## src/rtl/snes_pad_reader_if.sv

```systemverilog
// Pad-side and FSM-side signals of one SNES controller reader.
// master: the reader; slave: pad/FSM environment.
interface snes_pad_reader_if;
  logic        serial_data;
  logic        snes_clk;
  logic        data_latch;
  logic [11:0] buttons;
  logic [11:0] pressed;
  logic [11:0] pressed_clr;
  logic        frame_done;

  modport master (
    input  serial_data, pressed_clr,
    output snes_clk, data_latch, buttons, pressed, frame_done
  );

  modport slave (
    output serial_data, pressed_clr,
    input  snes_clk, data_latch, buttons, pressed, frame_done
  );
endinterface

```

## src/rtl/snes_pad_reader.sv

```systemverilog
// Self-timed SNES pad poller: latch/clock generation, 16-bit serial capture, per-frame button state.
// Optional macro SNES_PRESS_LATCH_EN builds the sticky pressed flags; otherwise pressed reads 0.
module snes_pad_reader #(
  parameter int unsigned CLK_DIV    = 21,
  parameter int unsigned POLL_TICKS = 40000
) (
  input  logic               clk,
  input  logic               reset,
  snes_pad_reader_if.master  pad
);

  localparam int unsigned TW        = $clog2(CLK_DIV);
  localparam logic [TW-1:0] TICK_LAST = TW'(CLK_DIV - 1);
  localparam logic [15:0]   POLL_LAST = 16'(POLL_TICKS - 1);

  typedef enum logic [1:0] {S_IDLE, S_LATCH, S_READ, S_DONE} state_t;

  state_t        r_state, w_state_nxt;
  logic [TW-1:0] r_tick_cnt;
  logic [15:0]   r_poll;
  logic          r_sync1, r_sync2;
  logic          r_latch, r_sclk, r_frame_done;
  logic [15:0]   r_shift;
  logic [11:0]   r_buttons;
  logic          w_tick;
  logic          w_latch_d, w_sclk_d, w_shift_en, w_done;
  logic [11:0]   w_new;

  assign w_tick = (r_tick_cnt == TICK_LAST);
  assign w_new  = ~r_shift[11:0];

  always_ff @(posedge clk) begin
    if (reset) r_state <= S_IDLE;
    else       r_state <= w_state_nxt;
  end

  always_comb begin
    w_state_nxt = r_state;
    case (r_state)
      S_IDLE:  if (w_tick && r_poll == 16'd0)  w_state_nxt = S_LATCH;
      S_LATCH: if (w_tick && r_poll == 16'd2)  w_state_nxt = S_READ;
      S_READ:  if (w_tick && r_poll == 16'd34) w_state_nxt = S_DONE;
      S_DONE:  w_state_nxt = S_IDLE;
      default: w_state_nxt = S_IDLE;
    endcase
  end

  // Frame schedule follows the free-running poll counter: odd ticks sample and drop the clock, even ticks raise it.
  always_comb begin
    w_latch_d  = r_latch;
    w_sclk_d   = r_sclk;
    w_shift_en = 1'b0;
    w_done     = 1'b0;
    case (r_state)
      S_IDLE:  if (w_tick && r_poll == 16'd0) w_latch_d = 1'b1;
      S_LATCH: if (w_tick && r_poll == 16'd2) w_latch_d = 1'b0;
      S_READ: begin
        if (w_tick) begin
          if (r_poll[0]) begin
            w_sclk_d   = 1'b0;
            w_shift_en = 1'b1;
          end else begin
            w_sclk_d   = 1'b1;
          end
        end
      end
      S_DONE:  w_done = 1'b1;
      default: ;
    endcase
  end

  always_ff @(posedge clk) begin
    if (reset) begin
      r_sync1 <= 1'b1;
      r_sync2 <= 1'b1;
    end else begin
      r_sync1 <= pad.serial_data;
      r_sync2 <= r_sync1;
    end
  end

  // Bits enter at the MSB so the first bit read ends up at shift[0] after 16 samples.
  always_ff @(posedge clk) begin
    if (reset) begin
      r_tick_cnt   <= '0;
      r_poll       <= '0;
      r_latch      <= 1'b0;
      r_sclk       <= 1'b1;
      r_shift      <= '0;
      r_buttons    <= '0;
      r_frame_done <= 1'b0;
    end else begin
      r_tick_cnt <= w_tick ? '0 : r_tick_cnt + 1'b1;
      if (w_tick) r_poll <= (r_poll == POLL_LAST) ? '0 : r_poll + 16'd1;
      r_latch      <= w_latch_d;
      r_sclk       <= w_sclk_d;
      r_frame_done <= w_done;
      if (w_shift_en) r_shift   <= {r_sync2, r_shift[15:1]};
      if (w_done)     r_buttons <= w_new;
    end
  end

`ifdef SNES_PRESS_LATCH_EN
  logic [11:0] r_pressed;
  logic [11:0] w_rise;

  assign w_rise = w_done ? (w_new & ~r_buttons) : '0;

  // A new press on the same clk as its clear keeps the flag set.
  always_ff @(posedge clk) begin
    if (reset) r_pressed <= '0;
    else       r_pressed <= (r_pressed | w_rise) & ~(pad.pressed_clr & ~w_rise);
  end

  assign pad.pressed = r_pressed;
`else
  assign pad.pressed = '0;
`endif

  assign pad.snes_clk   = r_sclk;
  assign pad.data_latch = r_latch;
  assign pad.buttons    = r_buttons;
  assign pad.frame_done = r_frame_done;

endmodule

```

## src/flat_wrapper.sv

```systemverilog
// flat-port wrapper written by rule: the top's interface ports become plain ports
module snes_pad_reader_flat 
#(
  parameter int unsigned CLK_DIV    = 21,
  parameter int unsigned POLL_TICKS = 40000
)
  (clk, reset, pad_serial_data, pad_pressed_clr, pad_snes_clk, pad_data_latch, pad_buttons, pad_pressed, pad_frame_done);
  snes_pad_reader_if pad_i ();
  input  logic clk;
  input  logic reset;
  input wire logic [$bits(pad_i.serial_data)-1:0] pad_serial_data;
  input wire logic [$bits(pad_i.pressed_clr)-1:0] pad_pressed_clr;
  output wire logic [$bits(pad_i.snes_clk)-1:0] pad_snes_clk;
  output wire logic [$bits(pad_i.data_latch)-1:0] pad_data_latch;
  output wire logic [$bits(pad_i.buttons)-1:0] pad_buttons;
  output wire logic [$bits(pad_i.pressed)-1:0] pad_pressed;
  output wire logic [$bits(pad_i.frame_done)-1:0] pad_frame_done;
  assign pad_i.serial_data = pad_serial_data;
  assign pad_i.pressed_clr = pad_pressed_clr;
  assign pad_snes_clk = pad_i.snes_clk;
  assign pad_data_latch = pad_i.data_latch;
  assign pad_buttons = pad_i.buttons;
  assign pad_pressed = pad_i.pressed;
  assign pad_frame_done = pad_i.frame_done;
  snes_pad_reader #(.CLK_DIV(CLK_DIV), .POLL_TICKS(POLL_TICKS)) u_core (.clk(clk), .reset(reset), .pad(pad_i));
endmodule
```

## config.mk

```make
export PLATFORM = sky130hd
export DESIGN_NAME = snes_pad_reader_flat
export DESIGN_NICKNAME = d
export VERILOG_FILES = /design/src/rtl/snes_pad_reader_if.sv /design/src/rtl/snes_pad_reader.sv /design/src/flat_wrapper.sv
export SDC_FILE = /design/constraint.sdc
export NUM_CORES = 1
export LEC_CHECK = 0
export CAP_MARGIN = 20
export CELL_PAD_IN_SITES_DETAIL_PLACEMENT = 1
export CELL_PAD_IN_SITES_GLOBAL_PLACEMENT = 1
export CORE_MARGIN = 2
export CORE_UTILIZATION = 25
export DETAILED_ROUTE_END_ITERATION = 16
export GPL_TIMING_DRIVEN = 1
export PLACE_DENSITY = 0.54
export SYNTH_ARGS = -nofsm -noshare
export SYNTH_HDL_FRONTEND = slang
export SYNTH_SLANG_ARGS = --single-unit
```

## constraint.sdc

```tcl
create_clock -name clk -period 2.9 [get_ports clk]
set_input_delay 0.29 -clock clk [delete_from_list [all_inputs] [get_ports clk]]
set_output_delay 0.29 -clock clk [all_outputs]
set_load 0.01 [all_outputs]
```

# ---- Word level (Yosys, flattened, before mapping)
# Cells that the tools add are included.
dict set report word_totals {
  register_bits 56
  input_bits 15
  output_inout_bits 27
  wordCells 46
}
dict set report classes {
  n_reduce_logical 10
  bitwise_logic 1
  mux 13
  n_eq_ne 10
  addsub 2
}
# cell n
set op_table {}
lappend op_table {{adder 16 x 1 -> 16 bit (second input constant)} 1}
lappend op_table {{equality test 16 bit (second input constant)} 1}
lappend op_table {{equality test 16 x 2 -> 1 bit (second input constant)} 1}
lappend op_table {{equality test 16 x 6 -> 1 bit (second input constant)} 1}
lappend op_table {{logical NOT 16 bit} 1}
lappend op_table {{2-to-1 mux 16 bit} 1}
lappend op_table {{inverter 12 bit} 1}
lappend op_table {{case mux 2 bit (4 select lines)} 1}
lappend op_table {{2-to-1 mux 1 bit} 7}
lappend op_table {{2-to-1 mux 2 bit} 3}
lappend op_table {{inequality test 2 x 1 -> 1 bit (second input constant)} 3}
lappend op_table {{AND reduction 3 bit} 2}
lappend op_table {{adder 5 x 1 -> 5 bit (second input constant)} 1}
lappend op_table {{equality test 5 bit (second input constant)} 1}
lappend op_table {{equality test 2 bit (second input constant)} 2}
lappend op_table {{logical AND 1 bit} 3}
lappend op_table {{equality test 2 x 1 -> 1 bit (second input constant)} 1}
lappend op_table {{logical NOT 2 bit} 1}
lappend op_table {{case mux 1 bit (2 select lines)} 1}
lappend op_table {{AND reduction 2 bit} 1}
lappend op_table {{nonzero test 2 bit} 1}
lappend op_table {{OR reduction 2 bit} 1}

# ---- Longest topological paths before layout
dict set report depth {
  ltp_word 4
  mapped_depth 9
  mapped_depth_nobuf 7
}

# ---- Worst setup path after synthesis
# Ideal clock, no wire load.
dict set report synth_path {
  path_kind {reg-to-reg}
  from {register u_core.r_poll[8]}
  to {register u_core.r_state[0]}
  setup_time_ns 0.086
  period_less_slack_ns 2.368
  stages_incl_launch_ff 6
  setup_slack_ns 0.532
  t_arrival_ns 2.281
  t_required_ns 2.814
  path_buffers 0
  cell_sequence {dfxtp_1 -> or4_4 -> or4_4 -> o41ai_1 -> nand3_1 -> a221oi_2}
}
dict set report synth_via {
  elab_chain_cells 4
  elab_cells_between_ends 10
  cone_classes {eq/ne: 5; reduce/logical: 5}
}
# item line
set synth_rtl {}
lappend synth_rtl {{start: declaration} snes_pad_reader.sv:20} ;# logic [15:0] r_poll;
lappend synth_rtl {{start signal: assignment} snes_pad_reader.sv:94} ;# if (w_tick) r_poll <= (r_poll == POLL_LAST) ? '0 : r_poll + 16'd1;
lappend synth_rtl {{equality test 16 x 6 -> 1 bit, or another cell as far along} snes_pad_reader.sv:42} ;# S_READ: if (w_tick && r_poll == 16'd34) w_state_nxt = S_DONE;
lappend synth_rtl {{logical AND 1 bit, on equally long branches} {snes_pad_reader.sv:42, snes_pad_reader.sv:40, snes_pad_reader.sv:41}}
lappend synth_rtl {{inequality test 2 x 1 -> 1 bit (no line)} n/a}
lappend synth_rtl {{AND reduction 3 bit (no line) (*)} n/a}
lappend synth_rtl {{end signal: assignment} snes_pad_reader.sv:34} ;# else r_state <= w_state_nxt;
lappend synth_rtl {{end: declaration} snes_pad_reader.sv:18} ;# state_t r_state, w_state_nxt;
# Mark *: on every way between the ends. The rest lies on a longest branch, timed or not.
# A chain may end at the register's enable or synchronous reset.

# ---- Worst setup path after layout
# Same ends and word-level chain as after synthesis.

==> impl_metrics.yaml <==
run_status:
  status: "completed"
routing:
  dr.pass1.iters: 4
  drt_wl_total_um: 5370
  top_layer_used: "met4"
  dr_total_vias: 1973
  routedLengthMet1_um: 2640
  wl_per_cell_um: 12.2
  viasPerCell: 4.47
  dr_wl_met3_um: 152
  dr_wl_met2_um: 2510
  antenna_left: 0
  route.detailed.drc: 0
  drtIter0Drc: 14
global_route:
  track_usage_pct: 10.6
  grt_pass1_vias: 1944
  grt.overflow.total: 0
  grt_max_degree: 43
  antenna_found_initial: 0
  grt_pass1_wl_um: 8910
cts:
  ctsRootBufferMaster: "clkbuf_8"
  ctsHoldBuffers: 0
  cts_setup_buffers: 0
  clock_sinks: 56
  cts_buffers: 5
  htreeDepth: 2
  clk_pin_slew_ns: 0.10
  insertion_delay_ns: 0.31
  cts_tree: "built"
  clock_tree.buffer_depth: 2
  cts_resized: 0
worst_setup_path:
  r2r-start: "u_core.r_poll[8]"
  cp_slowest_cell: "or4_4"
  path_class: "flip-flop to flip-flop"
  r2r_slack_ns: 0.56
  worstReg2RegEnd: "u_core.r_state[0]"
  crit_required_ns: 3.14
  cp_common_cell: "or4_4"
  slowest_delay_ns: 0.56
  cp.arrival_ns: 2.58
  reg2reg_depth: 6
  startpoint_type: "flip-flop"
  path_cells: "or4_4, or4_4, o41ai_1, buf_4, nand3_1, a221oi_2"
  path_max_fanout: 6
  cp-end-kind: "flip-flop"
cells_and_area:
  post-route-cell-area_um2: 2840
  area_growth_pct: 15.5
  layout_commonest_cell: "dfxtp_1"
  fill_cells: 1168
  diodes: 0
  final_cell_mix: "dfxtp_1, nand2_1, nor2_1"
  num-nets-final: 332
  instances_no_fill: 441
  drive_above_1_share_pct: 7.47
pwr:
  p_clk_share_pct: 30.4
  p_per_area_nw_per_um2: 500
  irDropWorstVdd_mv: 0.178
  leakage_nw: 0.976
  switching_share_pct: 26.1
  p_int_mw: 1.05
  combPwrFrac_pct: 12.9
  seq_power_share_pct: 56.7
  switching_power_uw: 370
floorplanning:
  rows: 36
  die_x_um: 103
  initial_core_util_pct: 25.5
  fp.dieH_um: 103
  die-area_um2: 10600
  io_pins: 42
  core_area_um2: 9640
placement:
  port_buffers: 17
  dpl_cell_area_um2: 2750
  place_inst: 433
  dp_hpwl_um: 3770
  post-place-ws_ns: 0.576
  gp_congestion: 0.703
sta:
  tns_ns: 0
  min_period_ns: 2.34
  drv_slew: 0
  fmax_ghz: 0.427
  worstMarginPinSlew_ns: 0.860
  skew_ns: 0.00892
  whs_ns: 0.427
  rsz0062_at_grt: "false"
  setup_viol: 0
  finalWorstSetupSlack_ns: 0.558
  max-slew-margin-rel_pct: 42.7
  fin_crit_sh_pct: 80.8
  hold_violations: 0
synth:
  yosysSeqAreaShare_pct: 45.6
  synth-seq-cells: 56
  synth_edf_count: 0
  syn_area_um2: 2460
  syn_inst: 290
  yosysWarnings: 0
  ys.flop_type: "dfxtp_1"
  synth_async_sr_flop_share_pct: 0
  avgSynthCellArea_um2: 8.47
  ys_types: 39
run:
  cap_viol_max_count: 0
hold_path:
  min_path_type: "flip-flop to flip-flop"
  min_path_cells: 1
  min_to: "u_core.r_sync2"
  hp-start: "u_core.r_sync1"
area by class of cell:
cell class / count / area [um^2] / area share (%)
Tap cell: 133 / 166 / 5.87
Sequential cell: 56 / 1120 / 39.5
Clock buffer: 7 / 76.3 / 2.69
Inverter: 14 / 52.6 / 1.85
Timing Repair Buffer: 25 / 230 / 8.12
Clock inverter: 1 / 8.76 / 0.309
Multi-Input combinational cell: 205 / 1180 / 41.6
metrics by stage:
| step | total power [mW] | utilization [%] |
|---|---|---|
| after global routing | 1.49 | 29.4 |
| after floorplan | 0.948 | - |
| final | 1.42 | 29.4 |
| after detailed placement | 1.01 | 28.5 |
| after CTS | 1.44 | 29.4 |
| after global placement | 1.00 | 28.5 |
synth_stat cells (all sizes together) (6+ instances only):
| library cell | number | area [um^2] |
|---|---|---|
| a211oi | 11 | 82.6 |
| a21oi | 24 | 120 |
| a31oi | 6 | 37.5 |
| buf | 12 | 90.1 |
| clkbuf | 14 | 52.6 |
| dfxtp | 56 | 1120 |
| ha | 10 | 125 |
| inv | 14 | 52.6 |
| nand2 | 45 | 169 |
| nand3 | 10 | 50.1 |
| nand4 | 7 | 43.8 |
| nor2 | 29 | 109 |
kinds of logic after synthesis:
family          count (synthesis)  synth area share [%]
compound gates                 58                  15.3
xor+xnor                        7                  2.50
fa+ha+maj                      10                  5.09
buf+inv                        40                  7.95
flops                          56                  45.6
mux                             4                  1.63
other cells                     1                 0.153
simple gates                  114                  21.8
worst max-delay path by stage:
| stage | startpoint | to |
|---|---|---|
| 2_1_floorplan | u_core.r_poll[8] | u_core.r_state[0] |
| 3_3_place_gp | u_core.r_poll[8] | u_core.r_state[0] |
| 3_5_place_dp | u_core.r_poll[8] | u_core.r_state[0] |
| 4_1_cts | u_core.r_poll[8] | u_core.r_state[0] |
| 5_1_grt | u_core.r_poll[8] | u_core.r_state[0] |
| 6_report | u_core.r_poll[8] | u_core.r_state[0] |
flip-flops by register name, summed over array words and instances, names as in the netlist:
| register | flops |
|---|---|
| u_core.r_poll | 16 |
| u_core.r_shift | 16 |
| u_core.pad.buttons | 12 |
| u_core.r_tick_cnt | 5 |
| u_core.r_state | 2 |
| u_core.pad.data_latch | 1 |
| u_core.pad.frame_done | 1 |
| u_core.pad.snes_clk | 1 |
| u_core.r_sync1 | 1 |
| u_core.r_sync2 | 1 |
routing by layer:
metal / track usage, % / vias up
met3: 2.24 / 7
met5: 0 / -
met4: 3.64 / 0
met2: 18.4 / 22
li1: - / 1010
met1: 12.9 / 934
worst max-delay path, delay by kind of cell (launching register included):
family	cells	cell delay (ns)
AO/OA/AOI/OAI	2	0.60
buffers and inverters	1	0.20
flip-flops	1	0.38
AND/OR/NAND/NOR	3	1.10
power groups by stage:
stage / clock [mW] / combinational, mW / sequential, mW
6_report: 0.430 / 0.183 / 0.804
3_5_place_dp: 0 / 0.183 / 0.822
3_3_place_gp: 0 / 0.183 / 0.821
4_1_cts: 0.455 / 0.185 / 0.804
5_1_grt: 0.483 / 0.203 / 0.808
2_1_floorplan: 0 / 0.126 / 0.822
(Power assumes the default switching activity.)
